===== src/rtl/banner_pkg.sv =====
// rtl/banner_pkg.sv - shared types and constants for the status-banner overlay sequencer
package banner_pkg;

    typedef enum logic [1:0] {
        ST_IDLE  = 2'd0,
        ST_BLINK = 2'd1,
        ST_HOLD  = 2'd2
    } state_t;

    localparam int BANNER_WCHECKMATE = 0;
    localparam int BANNER_BCHECKMATE = 1;
    localparam int BANNER_STALEMATE  = 2;
    localparam int BANNER_CHECK      = 3;

    localparam logic [9:0] TICK_X = 10'd0;
    localparam logic [9:0] TICK_Y = 10'd480;

endpackage


===== src/rtl/frame_tick_gen.sv =====
// rtl/frame_tick_gen.sv - one-cycle pulse on the first cycle the raster reaches the tick position
module frame_tick_gen
    import banner_pkg::*;
(
    input  logic       clk,
    input  logic       rst,
    input  logic [9:0] draw_x,
    input  logic [9:0] draw_y,
    output logic       tick
);

    logic match_d;
    logic match_q;

    always_comb begin
        match_d = (draw_x == TICK_X) && (draw_y == TICK_Y);
    end

    always_ff @(posedge clk or posedge rst) begin
        if (rst) begin
            match_q <= 1'b0;
        end else begin
            match_q <= match_d;
        end
    end

    // A raster that lingers on the tick position still yields a single pulse.
    assign tick = match_d & ~match_q;

endmodule


===== src/rtl/banner_sequencer.sv =====
// rtl/banner_sequencer.sv - arbitrates end-of-game banners, blinks then holds, muxes the overlay pixel
module banner_sequencer
    import banner_pkg::*;
#(
    parameter int NUM_BANNERS  = 4,
    parameter int BLINK_FRAMES = 30,
    parameter int BLINK_CYCLES = 3
) (
    input  logic                      vga_clk,
    input  logic                      reset,
    input  logic [9:0]                DrawX,
    input  logic [9:0]                DrawY,
    input  logic                      blank,
    input  logic [NUM_BANNERS-1:0]    req,
    input  logic                      clear,
    input  logic [NUM_BANNERS-1:0]    sprite_on,
    input  logic [12*NUM_BANNERS-1:0] sprite_rgb,
    output logic                      overlay_on,
    output logic [3:0]                red,
    output logic [3:0]                green,
    output logic [3:0]                blue,
    output logic [1:0]                banner_sel,
    output logic                      busy
);

    localparam int SEL_W   = 2;
    localparam int FCNT_W  = $clog2(BLINK_FRAMES + 1);
    localparam int PHASE_W = $clog2(2 * BLINK_CYCLES + 1);
    localparam logic [FCNT_W-1:0]  FCNT_LAST  = FCNT_W'(BLINK_FRAMES - 1);
    localparam logic [PHASE_W-1:0] PHASE_LAST = PHASE_W'(2 * BLINK_CYCLES - 1);

    state_t               state_q, state_d;
    logic [NUM_BANNERS-1:0] req_q, req_d;
    logic [SEL_W-1:0]     sel_next_q, sel_next_d;
    logic [SEL_W-1:0]     sel_frame_q, sel_frame_d;
    logic                 show_frame_q, show_frame_d;
    logic [FCNT_W-1:0]    fcnt_q, fcnt_d;
    logic [PHASE_W-1:0]   phase_q, phase_d;

    logic                 tick;
    logic [NUM_BANNERS-1:0] rise;
    logic                 any_rise;
    logic [SEL_W-1:0]     winner;
    logic                 show_next;
    logic                 sel_sprite_on;
    logic [11:0]          sel_sprite_rgb;

    frame_tick_gen u_tick (
        .clk    (vga_clk),
        .rst    (reset),
        .draw_x (DrawX),
        .draw_y (DrawY),
        .tick   (tick)
    );

    always_comb begin
        req_d    = req;
        rise     = req & ~req_q;
        any_rise = |rise;
        winner   = '0;
        for (int i = NUM_BANNERS - 1; i >= 0; i--) begin
            if (rise[i]) begin
                winner = SEL_W'(i);
            end
        end
    end

    always_ff @(posedge vga_clk or posedge reset) begin
        if (reset) begin
            state_q      <= ST_IDLE;
            req_q        <= '0;
            sel_next_q   <= SEL_W'(BANNER_WCHECKMATE);
            sel_frame_q  <= SEL_W'(BANNER_WCHECKMATE);
            show_frame_q <= 1'b0;
            fcnt_q       <= '0;
            phase_q      <= '0;
        end else begin
            state_q      <= state_d;
            req_q        <= req_d;
            sel_next_q   <= sel_next_d;
            sel_frame_q  <= sel_frame_d;
            show_frame_q <= show_frame_d;
            fcnt_q       <= fcnt_d;
            phase_q      <= phase_d;
        end
    end

    always_comb begin
        state_d      = state_q;
        sel_next_d   = sel_next_q;
        sel_frame_d  = sel_frame_q;
        show_frame_d = show_frame_q;
        fcnt_d       = fcnt_q;
        phase_d      = phase_q;

        // The frame latch always sees pre-update values; clear/preempt below override the advance.
        if (tick) begin
            sel_frame_d  = sel_next_q;
            show_frame_d = show_next;
            if (state_q == ST_BLINK) begin
                if (fcnt_q == FCNT_LAST) begin
                    fcnt_d = '0;
                    if (phase_q == PHASE_LAST) begin
                        state_d = ST_HOLD;
                    end else begin
                        phase_d = phase_q + 1'b1;
                    end
                end else begin
                    fcnt_d = fcnt_q + 1'b1;
                end
            end
        end

        if (clear) begin
            state_d = ST_IDLE;
            fcnt_d  = '0;
            phase_d = '0;
        end else if (any_rise && (state_q == ST_IDLE || winner < sel_next_q)) begin
            state_d    = ST_BLINK;
            sel_next_d = winner;
            fcnt_d     = '0;
            phase_d    = '0;
        end
    end

    always_comb begin
        show_next = 1'b0;
        case (state_q)
            ST_BLINK: show_next = ~phase_q[0];
            ST_HOLD:  show_next = 1'b1;
            default:  show_next = 1'b0;
        endcase
        busy = (state_q != ST_IDLE);
    end

    always_comb begin
        sel_sprite_on  = 1'b0;
        sel_sprite_rgb = '0;
        for (int i = 0; i < NUM_BANNERS; i++) begin
            if (sel_frame_q == SEL_W'(i)) begin
                sel_sprite_on  = sprite_on[i];
                sel_sprite_rgb = sprite_rgb[12*i +: 12];
            end
        end
        overlay_on         = show_frame_q & blank & sel_sprite_on;
        {red, green, blue} = overlay_on ? sel_sprite_rgb : 12'h000;
        banner_sel         = sel_frame_q;
    end

endmodule


===== config.mk =====
export PLATFORM = sky130hd
export DESIGN_NAME = banner_sequencer
export DESIGN_NICKNAME = d
export VERILOG_FILES = /design/src/rtl/banner_pkg.sv /design/src/rtl/frame_tick_gen.sv /design/src/rtl/banner_sequencer.sv
export SDC_FILE = /design/constraint.sdc
export NUM_CORES = 1
export LEC_CHECK = 0
export BUFFER_PORTS_ARGS = -buffer_cell sky130_fd_sc_hd__buf_4
export CORE_AREA = 2 2 77 79
export DETAILED_ROUTE_END_ITERATION = 10
export DIE_AREA = 0 0 79 81
export PLACE_DENSITY_LB_ADDON = 0.25
export SLEW_MARGIN = 20
export SYNTH_ARGS = -nofsm -noshare
export SYNTH_HDL_FRONTEND = slang
export SYNTH_HIERARCHICAL = 1
export SYNTH_SLANG_ARGS = --single-unit

===== constraint.sdc =====
create_clock -name vga_clk -period 2.95 [get_ports vga_clk]
set_input_delay 0.7375 -clock vga_clk [delete_from_list [all_inputs] [get_ports vga_clk]]
set_output_delay 0.7375 -clock vga_clk [all_outputs]
set_load 0.01 [all_outputs]

* Word-level counts from Yosys, hierarchy flattened
Index checks and enable logic that the tools add are counted.
** Storage, ports and cells
- Output and inout bits :: 16
- Word-level logic and storage cells :: 75
- Bits of input ports :: 80
- Register bits after elaboration :: 20
** Cells by class
- Eq/ne operators :: 9
- Bitwise operators :: 8
- Multiplexer cells :: 31
- Add/sub/neg operators :: 2
- Reductions and logical operators :: 16
- Magnitude comparators :: 1
** Operators with widths (count)
- $mux W12 :: 5
- $mux W5 :: 5
- $mux W2 :: 10
- $mux W3 :: 6
- $reduce_bool A3 Y1 :: 4
- $eq A10 B9 Y1 const B :: 1
- $logic_not A10 Y1 :: 1
- $reduce_and A4 Y1 :: 2
- $eq A2 B2 Y1 const B :: 3
- $add A5 B1 Y5 const B :: 1
- $eq A5 B5 Y1 const B :: 1
- $and A4 B4 Y4 :: 1
- $eq A2 B1 Y1 const B :: 2
- $logic_not A2 Y1 :: 2
- $mux W1 :: 4
- $not A4 Y4 :: 1
- $reduce_and A2 Y1 :: 2
- $reduce_or A4 Y1 :: 1
- $add A3 B1 Y3 const B :: 1
- $and A1 B1 Y1 :: 3
- $eq A3 B3 Y1 const B :: 1
- $ne A3 B2 Y1 const B :: 1
- $not A1 Y1 :: 3
- $logic_and A1 B1 Y1 :: 2
- other kinds (4) :: 4

* Longest topological paths before layout
- Depth after elaboration :: 11
- Gate-level depth with buffers :: 8

* Cells and area by module
Netlist, hierarchy kept.
** By module, submodules not included
- banner_sequencer :: cells an instance 137, instances 1, area an instance 1473.9 um^2, sequential area each 475.5 um^2
- frame_tick_gen :: cells an instance 11, instances 1, area an instance 101.3 um^2, sequential area each 25.0 um^2

* Least setup slack after synthesis
OpenSTA, ideal clock, no wires.
- Kind :: in2reg
- Start point :: input port req[3]
- End point :: register sel_next_q[0]
- Stages :: 7
- Arrival time :: 2.285 ns
- Setup slack :: 0.538 ns
- Buffers on the path :: 0
- Required time :: 2.822 ns
- Setup time :: 0.128 ns
- Path through :: or2b_1 -> a211oi_1 -> ha_1 -> nand2b_4 -> o22ai_1 -> o311ai_1 -> mux2_1
** Between the ends
- Cells in the longest elaborated chain, start to end :: 9
- Elaborated cells on any way between the ends :: 10
- Those cells by class :: order compare: 1; mux: 4; bitwise: 1; reduce/logical: 4
** Ends and longest elaborated chain
- start: declaration :: line banner_sequencer.sv:14 : input logic [NUM_BANNERS-1:0] req,
- $and A4 B4 Y4 :: line banner_sequencer.sv:58 : rise = req & ~req_q;
- $mux W2 (4 in series) :: line banner_sequencer.sv:62 : if (rise[i]) begin
- net winner[1] :: line banner_sequencer.sv:43 : logic [SEL_W-1:0] winner;
- $lt A2 B2 Y1 :: line banner_sequencer.sv:118 : end else if (any_rise && (state_q == ST_IDLE || winner < sel_next_q)) begin
- $logic_or A1 B1 Y1 :: line banner_sequencer.sv:118
- $logic_and A1 B1 Y1 :: line banner_sequencer.sv:118
- $reduce_and A2 Y1 (no line)
- end signal: assignment :: line banner_sequencer.sv:72 : sel_next_q <= SEL_W'(BANNER_WCHECKMATE);
- end signal: assignment :: line banner_sequencer.sv:80 : sel_next_q <= sel_next_d;
- end: declaration :: line banner_sequencer.sv:34 : logic [SEL_W-1:0] sel_next_q, sel_next_d;
The timed path passes the listed nets, and every way through them passes these cells.
A chain may end at the register's enable or synchronous reset.

* Worst setup path in the final report
- Start point :: register sel_frame_q[1], in the netlist banner_sel[1]
- End point :: output port red[3]
** Between the ends
- Cells in the longest elaborated chain, start to end :: 7
- Elaborated cells on any way between the ends :: 14
- Those cells by class :: eq/ne: 3; mux: 9; bitwise: 1; reduce/logical: 1
** Ends and longest elaborated chain
- start: declaration :: line banner_sequencer.sv:35 : logic [SEL_W-1:0] sel_frame_q, sel_frame_d;
- start signal: assignment :: line banner_sequencer.sv:73 : sel_frame_q <= SEL_W'(BANNER_WCHECKMATE);
- start signal: assignment :: line banner_sequencer.sv:81 : sel_frame_q <= sel_frame_d;
- $logic_not A2 Y1 :: line banner_sequencer.sv:140 : if (sel_frame_q == SEL_W'(i)) begin
- $mux W1 (4 in series) :: line banner_sequencer.sv:140
- $and A1 B1 Y1 :: line banner_sequencer.sv:145 : overlay_on = show_frame_q & blank & sel_sprite_on;
- $mux W12 * :: line banner_sequencer.sv:146 : {red, green, blue} = overlay_on ? sel_sprite_rgb : 12'h000;
- end: declaration :: line banner_sequencer.sv:19 : output logic [3:0] red,
Every way passes the cells marked *; elsewhere a longest branch is shown, timed or not.

==> metrics.cfg <==
[outcome]
outcome=finished, final reports clean

[detailed_routing]
vias_per_cell=4.80
antenna_left=0
wire_per_inst_um=13.0
drc_errors=0
first_iter_violations=28
first_pass_iters=4
drt-total-wl_um=4160
vias=1531

[logic_synthesis]
yosys.area.top_type=dfrtp_1
ys_seq_elements=20
yosys.cell_count.top_type=dfrtp_1
ys_top_cells_by_area=dfrtp_1 (32%), mux4_2 (17%), ha_1 (6.4%)
synth_common_cells=dfrtp_1 (20), nor2b_1 (14), inv_1 (13)
netlist_area_um2=1580
synth_ff_type=dfrtp_1
synth_top_area_share_pct=31.8
async_flop_share_pct=100
synth_edf_count=0
synth_fp_nets=236
synthDistinctLibCells=42
yosysSeqAreaShare_pct=31.8
yosysWarnings=6
synthesis.instances=148
syn_avg_cell_area_um2=10.6

[power_and_ir_drop]
p_leak_nw=1.11
total_power_mw=0.709
vdd_drop_max_uv=145
p_per_area_nw_per_um2=294

[worst_setup_path]
cp.required_ns=2.21
worst-path-max-fanout=13
worstSetupEndpointType=output port
critPathKind=flip-flop to output port
start_kind=flip-flop
cp.arrival_ns=1.74

[floorplan]
dieArea_um2=6400
rows=28
die_y_um=81
die_w_um=79
initial_core_util_pct=27.8
ioPinCount=96
core-area_um2=5680

[run]
cap_violations=0

[sta]
post-route-min-period_ns=2.48
maxSlewHeadroom_pct=51.0
final_hold_viol_count=0
rsz0062_at_grt=no
setup_tns_ns=0
finalSetupViolCount=0
skew_ns=0.00188
max_freq_mhz=403
tightestPinTransition_ns=0.733
slew_viol_final=0
period_share_pct=84.1

[clock_tree]
clockBufferDepth=2
insertion_delay_ns=0.25
cts_hold_buf=0
clockRootBuffer=clkbuf_8
cts_made_buffers=3
clock_sinks=20
cts_tree=yes
cts_htree_levels=1
cts.repair.resized=0
clkSlewWorstSetupHoldPaths_ns=0.07
cts_setup_buffers=0

[global_route]
track_usage_pct=13.5
grt_overflow=0
grt_pass1_vias=1566
grt_max_degree=20
grt_pass1_wl_um=6980
antenna_found_initial=0

[place]
placed_area_um2=2370
hpwl_um=3490
dpl.cell_count=316
port_buffers=95
place_congestion=0.756

[final_layout]
drive_above_1_share_pct=51.2
nets=334
fill_cells=574
fin_cells=319
final_area_um2=2410
n_antenna_cell=0
syn2layout_area_growth_pct=53.1

[worst_hold_path]
min_path_type=input port to asynchronous set/reset pin

-- where the power goes --
part | total, mW | switching, mW | leakage, nW | internal, mW
registers | 0.302 | 0.0122 | 0.260 | 0.290
logic | 0.233 | 0.0926 | 0.824 | 0.140
clock network | 0.174 | 0.0835 | 0.0216 | 0.0907
-- flip-flops by register name (all words and copies together) (netlist names) --
| signal | flops |
|---|---|
| fcnt_q | 5 |
| show_frame_q | 1 |
| phase_q | 3 |
| req_q | 4 |
| u_tick/match_q | 1 |
| state_q | 2 |
| sel_next_q | 2 |
| banner_sel | 2 |
-- area by class of cell --
type | instances | area, um^2 | share of cell area, %
timing repair buffer | 99 | 743 | 30.8
clock buffer | 3 | 41.3 | 1.71
sequential | 20 | 500 | 20.7
tap | 75 | 93.8 | 3.89
inverter | 13 | 48.8 | 2.02
multi-input combinational | 109 | 985 | 40.8
-- path summary, 6_finish.rpt --
path                            cells past startpoint          start  slack, ns             end
worst min register to register                      1  banner_sel[0]       0.51   banner_sel[0]
max in group asynchronous                           2          reset       1.87    show_frame_q
worst max-delay path                                5  banner_sel[1]       0.47          red[3]
worst min-delay path                                2          reset       0.32  u_tick/match_q
min in group vga_clk                                1  banner_sel[0]       0.51   banner_sel[0]
worst max register to register                      7       req_q[3]       0.72   sel_next_q[0]
-- routing by layer --
layer | vias to the layer above | routed length (um) | track usage, %
li1 | 744 | - | -
met1 | 696 | 1610 | 15.1
met2 | 89 | 1920 | 25.1
met3 | 2 | 605 | 3.89
met4 | 0 | 23 | 3.62
met5 | - | 0 | 0
-- kinds of logic after synthesis --
logic type,Yosys count,synth area share (%)
AND/OR/NAND/NOR,56,22.4
AO/OA/AOI/OAI,26,12.0
flip-flops,20,31.8
buffers and inverters,19,5.72
multiplexers,17,20.7
adder cells (fa/ha/maj),8,6.35
XOR/XNOR,2,1.11
-- metrics by stage --
step | hold slack, ns | worst slack [ns] | util, %
after floorplan | 0.466 | 0.538 | -
after global placement | 0.491 | 0.346 | 41.8
after detailed placement | 0.498 | 0.286 | 41.8
after CTS | 0.318 | 0.425 | 42.5
after global routing | 0.315 | 0.347 | 42.5
final | 0.322 | 0.468 | 42.5
-- worst max-delay path, stage by stage (launching register included) --
cell and delay [ns]:
dfrtp_1 0.53, mux2_1 0.38, o2111ai_2 0.16, buf_4 0.21, nor2b_1 0.07, buf_4 0.14
-- layout by cell type (no fill, tap or decap), types with 2 or more instances in the layout --
cell type and n:
o31ai_1 2, a311oi_1 2, nor2_1 11, mux2_2 2, o22ai_1 2, buf_4 99
mux4_2 12, nor2b_4 2, nor3_1 6, a21oi_1 9, ha_1 8, o2111ai_1 2
inv_1 13, dfrtp_1 20, mux2_1 2, nand2_1 6, nor4_1 2, nand4_1 2
nor2b_1 14, nand2b_4 2, o21ai_0 2, clkbuf_8 3, nand3_1 3
Power figures use the tool's default switching activity.
